--- config.mk ---
export PLATFORM = sky130hd
export DESIGN_NAME = cache_mem_arbiter
export DESIGN_NICKNAME = d
export VERILOG_FILES = /design/src/rtl/cache_mem_arbiter_pkg.sv /design/src/rtl/cache_mem_arbiter.sv
export SDC_FILE = /design/constraint.sdc
export NUM_CORES = 1
export LEC_CHECK = 0
export ABC_AREA = 1
export BUFFER_PORTS_ARGS = -buffer_cell sky130_fd_sc_hd__buf_2
export CAP_MARGIN = 20
export CORE_AREA = 3 3 541 543
export CTS_BUF_LIST = sky130_fd_sc_hd__clkbuf_8
export DETAILED_ROUTE_END_ITERATION = 6
export DIE_AREA = 0 0 544 546
export GPL_ROUTABILITY_DRIVEN = 0
export PLACE_DENSITY = 0.3
export SLEW_MARGIN = 30
export SYNTH_ARGS = -nofsm -noshare
export SYNTH_HDL_FRONTEND = slang
export SYNTH_SLANG_ARGS = --single-unit
--- constraint.sdc ---
create_clock -name clk -period 3 [get_ports clk]
set_clock_uncertainty 0.15 [all_clocks]
set_input_delay 0.6 -clock clk [delete_from_list [all_inputs] [get_ports clk]]
set_output_delay 0.6 -clock clk [all_outputs]
set_load 0.01 [all_outputs]
--- src/rtl/cache_mem_arbiter_pkg.sv ---
// Shared encodings for the I/D cache main-memory arbiter: FSM states,
// grant owners, memory command codes and the round-robin pick.
package cache_mem_arbiter_pkg;

    localparam logic [1:0] ST_IDLE  = 2'd0;
    localparam logic [1:0] ST_ISSUE = 2'd1;
    localparam logic [1:0] ST_WAIT  = 2'd2;
    localparam logic [1:0] ST_DONE  = 2'd3;

    localparam logic GRANT_I = 1'b0;
    localparam logic GRANT_D = 1'b1;

    localparam logic CMD_READ  = 1'b0;
    localparam logic CMD_WRITE = 1'b1;

    // On a tie the side that did not own the previous transaction wins.
    function automatic logic pick_grant(input logic i_elig, input logic d_elig,
                                        input logic last_grant);
        logic win;
        if (i_elig && d_elig)
            win = (last_grant == GRANT_I) ? GRANT_D : GRANT_I;
        else if (d_elig)
            win = GRANT_D;
        else
            win = GRANT_I;
        return win;
    endfunction

endpackage

--- src/rtl/cache_mem_arbiter.sv ---
// Round-robin arbiter sharing one main-memory port between the I-cache and
// D-cache miss/writeback engines; one transaction in flight at a time.
module cache_mem_arbiter
    import cache_mem_arbiter_pkg::*;
#(
    parameter int BLOCK_SIZE = 32,
    parameter int ADDR_WIDTH = 32
) (
    input  logic                    clk,
    input  logic                    rst,
    input  logic                    iMemRead,
    input  logic [ADDR_WIDTH-1:0]   iMemAddress,
    output logic                    iMemBusy,
    output logic [BLOCK_SIZE*8-1:0] iMemReadData,
    input  logic                    dMemRead,
    input  logic                    dMemWrite,
    input  logic [ADDR_WIDTH-1:0]   dMemAddress,
    input  logic [BLOCK_SIZE*8-1:0] dMemWriteData,
    output logic                    dMemBusy,
    output logic [BLOCK_SIZE*8-1:0] dMemReadData,
    output logic                    memRead,
    output logic                    memWrite,
    output logic [ADDR_WIDTH-1:0]   memAddress,
    output logic [BLOCK_SIZE*8-1:0] memWriteData,
    input  logic                    memBusy,
    input  logic [BLOCK_SIZE*8-1:0] memReadData
);

    localparam int DW = BLOCK_SIZE * 8;

    logic [1:0]            state_q, state_d;
    logic                  grant_q, grant_d;
    logic                  last_grant_q, last_grant_d;
    logic                  cooldown_q, cooldown_d;
    logic                  cmd_q, cmd_d;
    logic [ADDR_WIDTH-1:0] addr_q, addr_d;
    logic [DW-1:0]         wdata_q, wdata_d;
    logic [DW-1:0]         resp_q, resp_d;

    logic i_req, d_req, i_elig, d_elig, win, active;

    assign i_req = iMemRead;
    assign d_req = dMemRead | dMemWrite;

    // The side just served may still hold its request for one cycle after DONE.
    assign i_elig = i_req && !(cooldown_q && last_grant_q == GRANT_I);
    assign d_elig = d_req && !(cooldown_q && last_grant_q == GRANT_D);
    assign win    = pick_grant(i_elig, d_elig, last_grant_q);

    always_comb begin
        state_d      = state_q;
        grant_d      = grant_q;
        last_grant_d = last_grant_q;
        cooldown_d   = cooldown_q;
        cmd_d        = cmd_q;
        addr_d       = addr_q;
        wdata_d      = wdata_q;
        resp_d       = resp_q;
        case (state_q)
            ST_IDLE: begin
                cooldown_d = 1'b0;
                if (i_elig || d_elig) begin
                    grant_d = win;
                    state_d = ST_ISSUE;
                    if (win == GRANT_D) begin
                        cmd_d   = dMemWrite ? CMD_WRITE : CMD_READ;
                        addr_d  = dMemAddress;
                        wdata_d = dMemWriteData;
                    end else begin
                        cmd_d   = CMD_READ;
                        addr_d  = iMemAddress;
                        wdata_d = '0;
                    end
                end
            end
            ST_ISSUE: state_d = ST_WAIT;
            ST_WAIT: begin
                if (!memBusy) begin
                    resp_d  = memReadData;
                    state_d = ST_DONE;
                end
            end
            default: begin
                last_grant_d = grant_q;
                cooldown_d   = 1'b1;
                state_d      = ST_IDLE;
            end
        endcase
    end

    always_ff @(posedge clk) begin
        if (rst) begin
            state_q      <= ST_IDLE;
            grant_q      <= GRANT_I;
            last_grant_q <= GRANT_I;
            cooldown_q   <= 1'b0;
            cmd_q        <= CMD_READ;
            addr_q       <= '0;
            wdata_q      <= '0;
            resp_q       <= '0;
        end else begin
            state_q      <= state_d;
            grant_q      <= grant_d;
            last_grant_q <= last_grant_d;
            cooldown_q   <= cooldown_d;
            cmd_q        <= cmd_d;
            addr_q       <= addr_d;
            wdata_q      <= wdata_d;
            resp_q       <= resp_d;
        end
    end

    assign active       = (state_q == ST_ISSUE) || (state_q == ST_WAIT);
    assign memRead      = active && (cmd_q == CMD_READ);
    assign memWrite     = active && (cmd_q == CMD_WRITE);
    assign memAddress   = active ? addr_q  : '0;
    assign memWriteData = active ? wdata_q : '0;

    // Busy drops only in the granted side's DONE cycle.
    assign iMemBusy     = i_req && !(state_q == ST_DONE && grant_q == GRANT_I);
    assign dMemBusy     = d_req && !(state_q == ST_DONE && grant_q == GRANT_D);
    assign iMemReadData = resp_q;
    assign dMemReadData = resp_q;

endmodule

======== Word-level counts from Yosys, hierarchy flattened ========
Index checks and enable logic that the tools add are counted.
storage, ports and cells
  register bits ........................... 550
  input port bits ......................... 582
  output and inout port bits .............. 804
  word-level logic and storage cells ...... 54
operators by class
  equal/unequal tests ..................... 5
  muxes and demuxes ....................... 13
  bitwise logic cells ..................... 5
  reductions and logical operators ........ 23
operators with widths
  operator                                        number
  2-to-1 mux 256 bit                              2
  2-to-1 mux 32 bit                               2
  logical AND 1 bit                               11
  one-hot mux 2 bit (3 select lines)              1
  AND reduction 2 bit                             3
  2-to-1 mux 1 bit                                5
  == test 2 bit (second input constant)           2
  zero test 1 bit                                 4
  2-to-1 mux 2 bit                                2
  != test 2 bit (second input constant)           2
  inverter 1 bit                                  4
  OR reduction 3 bit                              1
  == test 2 x 1 -> 1 bit (second input constant)  1
  zero test 2 bit                                 1
  logical OR 1 bit                                2
  one-hot mux 1 bit (2 select lines)              1
  OR reduction 2 bit                              1
  OR 1 bit                                        1

======== Logic depth before layout (Yosys ltp) ========
Gate-level depths: netlist (run 1).
  depth in word-level cells ............... 7
  gate-level depth with buffers ........... 10

======== Worst setup path before layout (run 1) ========
No wires, ideal clock.
  path type ............................... register to output
  from .................................... register state_q[1]
  to ...................................... output memAddress[0]
  arrival time ............................ 1.377 ns
  required time ........................... 2.250 ns
  setup slack ............................. 0.873 ns
  stages on the path, launching flop included .. 7
  path buffers ............................ 2
  cells stage by stage .................... dfxtp_1 > inv_1 > ha_1 > clkbuf_1 > clkbuf_1 > nand2_1 > inv_1
between the ends
  longest elaborated chain between the ends .. 3
RTL lines
  element                                                  line                      RTL
  start: declaration                                       cache_mem_arbiter.sv:31   logic [1:0] state_q, state_d;
  start signal: assignment                                 cache_mem_arbiter.sv:102  state_q <= state_d;
  == test 2 x 1 -> 1 bit or == test 2 bit (tied branches)  cache_mem_arbiter.sv:113  assign active = (state_q == ST_ISSUE) || (state_q == ST_WAIT);
  logical OR 1 bit (*)                                     cache_mem_arbiter.sv:113
  2-to-1 mux 32 bit (*)                                    cache_mem_arbiter.sv:116  assign memAddress = active ? addr_q : '0;
  end: declaration                                         cache_mem_arbiter.sv:23   output logic [ADDR_WIDTH-1:0] memAddress,
Every way passes the cells marked *; elsewhere a longest branch is shown, timed or not.

======== Final worst setup path (run 1) ========
  from .................................... register state_q[0]
  to ...................................... output memWriteData[74]
between the ends
  longest elaborated chain between the ends .. 3
RTL lines
  element                                                  line                      RTL
  == test 2 x 1 -> 1 bit or == test 2 bit (tied branches)  cache_mem_arbiter.sv:113
  logical OR 1 bit (*)                                     cache_mem_arbiter.sv:113
  2-to-1 mux 256 bit (*)                                   cache_mem_arbiter.sv:117  assign memWriteData = active ? wdata_q : '0;
  end: declaration                                         cache_mem_arbiter.sv:24   output logic [BLOCK_SIZE*8-1:0] memWriteData,
Marked as above.

==> metrics, run 1 <==
run status finished with violations; violated checks setup timing; total power consumption of the routed design between 30 and 40 mW; count of endpoints failing hold in the final timing report 0; total grt overflow 0; Pre-Repair DR Iteration Count 6; worst vdd ir ~0.53 mV; Synth cell types 20; mean area per synthesized cell between 6 and 7 µm²; period utilisation layout 1.04; vias post-DR 29,412; number of core rows 197; dominant cell by count in the synthesized netlist nand2_1; wire length reported by the detailed router between 200,000 and 250,000 µm; cell depth of the worst setup path 7; CP Capture Point memWriteData[74]; #FFs+latches synth 550; width of the die between 500 and 600 µm; cell at the slowest stage of the critical path dfxtp_2; starting density of the core 0.0830; count of final max-slew check failures 0; Max Clk Rate 320 MHz; post-route insts no fill approximately 9,000; endpoint class of the critical path output pin; number of vias per cell approximately 3.2; kind of cell adding the most delay to the critical path buffers and inverters; fraction of met2 tracks used by global routing 0.203; leakage power of the design approximately 23 nW; Critical path buffers and inverters 5; post-detailed-route wirelength per cell between 20 and 25 µm; required time of the critical path between 2 and 2.5 ns; global-route total usage across every layer 0.131; DRC violations left 0; Syn Std Cell Area around 24,000 µm²; source of the worst register-to-register timing path state_q[0]; die area roughly 300,000 µm²; length in cells of the worst reg-to-reg path 9; library cell occupying the most area in the post-synthesis netlist dfxtp_1; number of buffers between clock root and the deepest sink 4; count of buffers inserted at the top-level ports ~1,400; layout filler cell count approximately 33,000; H-tree Lvls 3; P per Cell Area 836 nW/µm²; largest fanout of any net on the critical path 11; area growth from synthesis to final layout 85.8%; die extent in y 546 µm; max-capacitance violation count 0; most used flip-flop cell after synthesis dfxtp_1; met1 layer usage reported by global route 0.172; arrival time of data at the critical path endpoint about 2.4 ns; Reg clk slew, reported paths approximately 0.06 ns; global route hottest layer met2; number of buffers created by CTS 119; CP max stage delay 0.33 ns; nature of the critical path startpoint register; start point of the critical path state_q[0]; critical-path cell list inv_2 > ha_4 > buf_12 > bufbuf_16 > nand2_1 > inv_1 > buf_2; Yosys warning total 0; sequential fraction of the synthesis area 0.461; antenna-violating nets left 0; final-stage net count around 6,000; via count of the first global-routing pass ~30,000; number of ports placed on the die boundary 1,386; Post-Synthesis Net Count 4,066; count of final setup violators between 200 and 250; share of async-settable or async-resettable flops after synthesis 0; GR Util met3 0.0461; transition at the pin with the smallest max-transition slack 1.10 ns; crit path kind register to output pin; total number of clock tree sinks 550; core box area between 200,000 and 300,000 µm²; insertion delay to the later sink of the worst-skew pair ~0.90 ns; Tightest Hold Check Type input port to register; max-slew headroom at the worst pin 0.269; cells taking the most area after synthesis dfxtp_1, nand2_1, nor2_1; CTS Root Cell clkbuf_8; DRT iter0 DRCs about 1,900; number of enable flip-flop cells after synthesis 0; time the final worst path needs with I/O delays and setup ~3.1 ns; number of standard cells after synthesis between 3,000 and 4,000; Cells after DPL a little over 8,000; largest net degree at the start of global routing between 100 and 150; CTS tree built; Commonest cells post-synth nand2_1, nor2_1, dfxtp_1; first-pass GRT wire length 267,000 µm; estimated wirelength of the detail-placed design between 150,000 and 200,000 µm; antenna violations before repair 53; share of the synthesized area in the top cell type 0.461; setup repair after global routing missed its margin yes; end of the worst register-to-register path state_q[0]; layout cell share with drive strength beyond 1 0.356; final setup slack of the worst path -0.129 ns; register-to-register setup slack 0.34 ns
-- cells by family after synthesis --
group / count (synthesis) / synth area share
buffers and inverters: 844 / 0.181
AO/OA/AOI/OAI: 519 / 0.109
AND/OR/NAND/NOR: 1565 / 0.248
adder cells (fa/ha/maj): 3 / 0.00157
flip-flops: 550 / 0.461
-- worst reg2reg max path, cell delays in order (launching register included) --
cell	delay (ns)
dfxtp_2	0.32
inv_2	0.07
ha_4	0.16
buf_4	0.30
nand3_1	0.15
nand2_1	0.13
dlygate4sd3_1	0.62
nor2_1	0.05
nor2_1	0.09
dlygate4sd3_1	0.55
-- worst min path at each step --
stage	slack [ns]	startpoint	cells after the start	endpoint
floorplan	0.29	wdata_q[146]	2	wdata_q[146]
global placement	0.30	wdata_q[104]	2	wdata_q[104]
detailed placement	0.30	wdata_q[54]	2	wdata_q[54]
CTS	0.0002	dMemAddress[8]	6	addr_q[8]
global route	0.06	rst	3	wdata_q[218]
finish	0.16	dMemAddress[8]	6	addr_q[8]
-- routing by layer --
| layer | up-vias | share of wire | routed length [µm] |
|---|---|---|---|
| met5 | - | 0.00071 | 145 |
| met4 | 20 | 0.023 | 4660 |
| li1 | 13904 | - | - |
| met3 | 219 | 0.095 | 19600 |
| met1 | 13851 | 0.45 | 91500 |
| met2 | 1418 | 0.44 | 89300 |
-- registers in the layout, indices dropped and copies added, names as in the netlist --
register,count
wdata_q,256
cmd_q,1
cooldown_q,1
addr_q,32
state_q,2
last_grant_q,1
dMemReadData,256
grant_q,1
-- per-stage QoR --
| step | setup WS (ns) | util | TNS (ns) | hold WS, ns | instance area, µm² |
|---|---|---|---|---|---|
| 2_1_floorplan | 0.873 | - | 0 | 0.289 | 23900 |
| 3_3_place_gp | 0.485 | 0.116 | 0 | 0.298 | 33500 |
| 3_5_place_dp | 0.464 | 0.116 | 0 | 0.301 | 33500 |
| 4_1_cts | -0.314 | 0.151 | -68.56 | 0.000165 | 43500 |
| 5_1_grt | -0.319 | 0.154 | -70.85 | 0.0643 | 44400 |
| 6_report | -0.129 | 0.154 | -15.01 | 0.157 | 44400 |
-- cells in the final DEF, fill, tap and decap left out, types with 2 or more instances in the layout --
| master | Yosys | final |
|---|---|---|
| inv_4 | 0 | 4 |
| buf_12 | 0 | 25 |
| inv_1 | 363 | 294 |
| inv_8 | 0 | 4 |
| nand2_2 | 1 | 38 |
| dfxtp_2 | 0 | 2 |
| buf_4 | 262 | 91 |
| buf_16 | 0 | 12 |
| diode_2 | 0 | 20 |
| o21ai_1 | 6 | 6 |
| clkbuf_16 | 0 | 7 |
| dlygate4sd3_1 | 0 | 620 |
| nor2_1 | 616 | 616 |
| clkinv_2 | 0 | 14 |
| buf_8 | 0 | 7 |
| a21oi_1 | 260 | 260 |
| nand2_8 | 0 | 5 |
| nand3_1 | 34 | 33 |
| nand2_1 | 912 | 806 |
| clkbuf_8 | 0 | 141 |
| dfxtp_1 | 550 | 548 |
| nand2_4 | 0 | 64 |
| inv_2 | 2 | 109 |
| o21ai_0 | 251 | 251 |
| nor2_4 | 1 | 2 |
| buf_6 | 11 | 127 |
| ha_1 | 3 | 2 |
| buf_2 | 74 | 1243 |
| bufinv_16 | 0 | 2 |
-- layout make-up --
type / count / area [µm²] / area share
multi-input cells: 2087 / 9250 / 0.208
clock buffers: 141 / 1940 / 0.0437
diodes: 20 / 50.0 / 0.00113
inverters: 365 / 1400 / 0.0314
well taps: 3781 / 4730 / 0.107
clock inverters: 64 / 350 / 0.00789
flip-flops and latches: 550 / 11000 / 0.248
repair buffers: 2133 / 15700 / 0.353
-- where the power goes --
part / switching [mW] / internal [mW]
Combinational: 10.5 / 7.05
Clock: 3.90 / 4.40
Sequential: 2.24 / 9.08
-- what timing repair did --
item | CTS | global route
gates cloned | 10 | 8
resized for setup | 318 | 199
setup buffers | 23 | 5
endpoints found under the hold margin | 547 | 0
pin swaps | 2 | 2
endpoints found under the setup margin | 291 | 292
hold buffers | 620 | 0
(Power assumes the default switching activity.)
==> run 2: changes to the inputs <==
--- a/config.mk
+++ b/config.mk
@@ -6,6 +6,7 @@
 export NUM_CORES = 1
 export LEC_CHECK = 0
 export ABC_AREA = 1
+export ABC_CLOCK_PERIOD_IN_PS = 3000
 export BUFFER_PORTS_ARGS = -buffer_cell sky130_fd_sc_hd__buf_2
 export CAP_MARGIN = 20
 export CORE_AREA = 3 3 541 543
@@ -13,7 +14,6 @@
 export DETAILED_ROUTE_END_ITERATION = 6
 export DIE_AREA = 0 0 544 546
 export GPL_ROUTABILITY_DRIVEN = 0
-export PLACE_DENSITY = 0.3
 export SLEW_MARGIN = 30
 export SYNTH_ARGS = -nofsm -noshare
 export SYNTH_HDL_FRONTEND = slang
==> run 2 against run 1 <==
Compared with the run above: the flow still finishes with violations (setup timing); cell area up 4.1%; total power increased by 11%; final cell count up 0.27%; routed wire length up 24%; sequential power grew 4%; core utilization grew 0.63 points; count of clock-buffer cells in the layout down 5; first-iteration DRC count grew 45%; die area unchanged; setup slack got worse by 0.20 ns; critical endpoint is now memWriteData[100]; highest routed layer unchanged.
==> metrics, run 2 (same netlist as run 1, synthesis figures left out) <==
run status finished with violations; violated checks setup timing; Tightest Hold Check Type input port to register; crit path kind register to output pin; worst hold path stage count 5; highest-count cells in the layout ignoring fill and taps buf_2, nand2_1, nor2_1, dlygate4sd3_1, dfxtp_1; register-to-register setup slack 0.36 ns; count of endpoints failing hold in the final timing report 0; leading cell type in the layout, fill and taps excluded buf_2; count of final max-slew check failures 0; setup TNS -48.66 ns; max-capacitance violation count 0; Min Hold Slack roughly 0.11 ns; total number of clock tree sinks 550; largest net degree at the start of global routing roughly 150; transition at the pin with the smallest max-transition slack around 0.87 ns; layout cell share with drive strength beyond 1 0.401; number of core rows roughly 200; source of the worst register-to-register timing path state_q[0]; count of buffers inserted at the top-level ports 1,385; die area 297,000 µm²; CTS tree built; estimated wirelength of the detail-placed design roughly 210,000 µm; first-pass GRT wire length around 300,000 µm; number of buffers created by CTS 110; setup repair after global routing missed its margin yes; core box area between 200,000 and 300,000 µm²; vias post-DR around 31,000; antenna violations before repair between 150 and 200; number of ports placed on the die boundary around 1,400; final-stage net count a little under 6,000; DRT iter0 DRCs 2,809; wire length reported by the detailed router 255,000 µm; insertion delay to the later sink of the worst-skew pair 0.95 ns; period utilisation layout 1.11; worst vdd ir between 0.6 and 0.7 mV; length in cells of the worst reg-to-reg path 9; Pre-Repair DR Iteration Count 6; P per Cell Area a little under 900 nW/µm²; H-tree Lvls 3; width of the die 544 µm; final setup slack of the worst path -0.333 ns; time the final worst path needs with I/O delays and setup 3.33 ns; worst min-delay path endpoint addr_q[15]; arrival time of data at the critical path endpoint approximately 2.6 ns; via count of the first global-routing pass around 29,000; end of the worst register-to-register path wdata_q[85]; total grt overflow 0; count of final setup violators between 200 and 300; layout filler cell count 32,282; area growth from synthesis to final layout 93.4%; required time of the critical path 2.25 ns; Worst Hold Launch iMemAddress[15]; nature of the critical path startpoint register; antenna-violating nets left 0; post-detailed-route wirelength per cell about 28 µm; endpoint class of the critical path output pin; number of vias per cell around 3.4; CTS Root Cell clkbuf_8; Reg clk slew, reported paths approximately 0.070 ns; global-route total usage across every layer 0.158; number of buffers between clock root and the deepest sink 4; die extent in y roughly 550 µm; largest fanout of any net on the critical path 8; max-slew headroom at the worst pin 0.421; Max Clk Rate 300 MHz; starting density of the core 0.0830; leakage power of the design between 20 and 25 nW; DRC violations left 0
==> run 2: changes by cell type in the layout (fill, tap and decap cells not counted), sizes merged <==
cell,change
bufbuf,-1
bufinv,+3
dlygate4sd3,-21
buf,-11
clkbuf,+5
diode,+64
inv,-19
clkinvlp,+7
clkinv,-2
==> run 2: cell type report <==
cell class | count | area (µm²) | area share
well taps | 3781 | 4730 | 0.102
multi-input cells | 2087 | 10000 | 0.217
clock inverters | 53 | 394 | 0.00852
diodes | 84 | 210 | 0.00455
inverters | 365 | 1420 | 0.0306
flip-flops and latches | 550 | 11000 | 0.238
repair buffers | 2110 | 16600 | 0.358
clock buffers | 136 | 1870 | 0.0405
==> run 2: what timing repair did <==
item / in CTS / in global routing
pin swaps: 1 / 19
hold buffers: 599 / 0
hold endpoints to repair: 547 / 0
setup buffers: 25 / 9
setup endpoints to repair: 290 / 292
gates resized for setup: 229 / 806
cloned: 11 / 23
==> run 2: power by group <==
part / total [mW] / internal (mW) / switching [mW]
clock network: 8.47 / 4.49 / 3.97
registers: 11.8 / 9.07 / 2.73
logic: 20.8 / 8.40 / 12.4
total: 41.1 / 22.0 / 19.1
==> run 2: metal layers <==
| layer | share of wire | vias up | track usage |
|---|---|---|---|
| met5 | 0.0019 | - | 0.00568 |
| met4 | 0.047 | 38 | 0.0534 |
| met3 | 0.14 | 613 | 0.0863 |
| met2 | 0.40 | 2219 | 0.225 |
| met1 | 0.42 | 14691 | 0.198 |
| li1 | - | 13895 | - |
==> run 2: metrics by stage <==
| stage | setup slack, ns | cell area [µm²] | power (mW) | cells | util |
|---|---|---|---|---|---|
| 6_report | -0.333 | 46200 | 41.1 | 9166 | 0.160 |
| 5_1_grt | -0.526 | 46200 | 43.2 | 9135 | 0.160 |
| 4_1_cts | -0.457 | 43000 | 37.4 | 9055 | 0.149 |
| 3_5_place_dp | 0.266 | 33500 | 25.3 | 8231 | 0.116 |
| 3_3_place_gp | 0.252 | 33500 | 25.3 | 8231 | 0.116 |
| 2_1_floorplan | 0.873 | 23900 | 17.3 | 3481 | - |
==> run 2: critical path: stages (launching register included) <==
cell and delay [ns]:
dfxtp_2 0.33, inv_2 0.05, ha_4 0.28, buf_12 0.12
buf_16 0.16, buf_16 0.18, clkbuf_16 0.17, nand2_1 0.06
inv_1 0.09, buf_2 0.14
==> run 2: worst max path at each step <==
stage               cells past startpoint  slack (ns)        from                end
detailed placement                      6        0.27     memBusy  dMemReadData[124]
global placement                        6        0.25     memBusy  dMemReadData[124]
global route                            9       -0.53  state_q[0]  memWriteData[100]
CTS                                    10       -0.46  state_q[0]  memWriteData[154]
floorplan                               6        0.87  state_q[1]      memAddress[0]
finish                                  9       -0.33  state_q[0]  memWriteData[100]
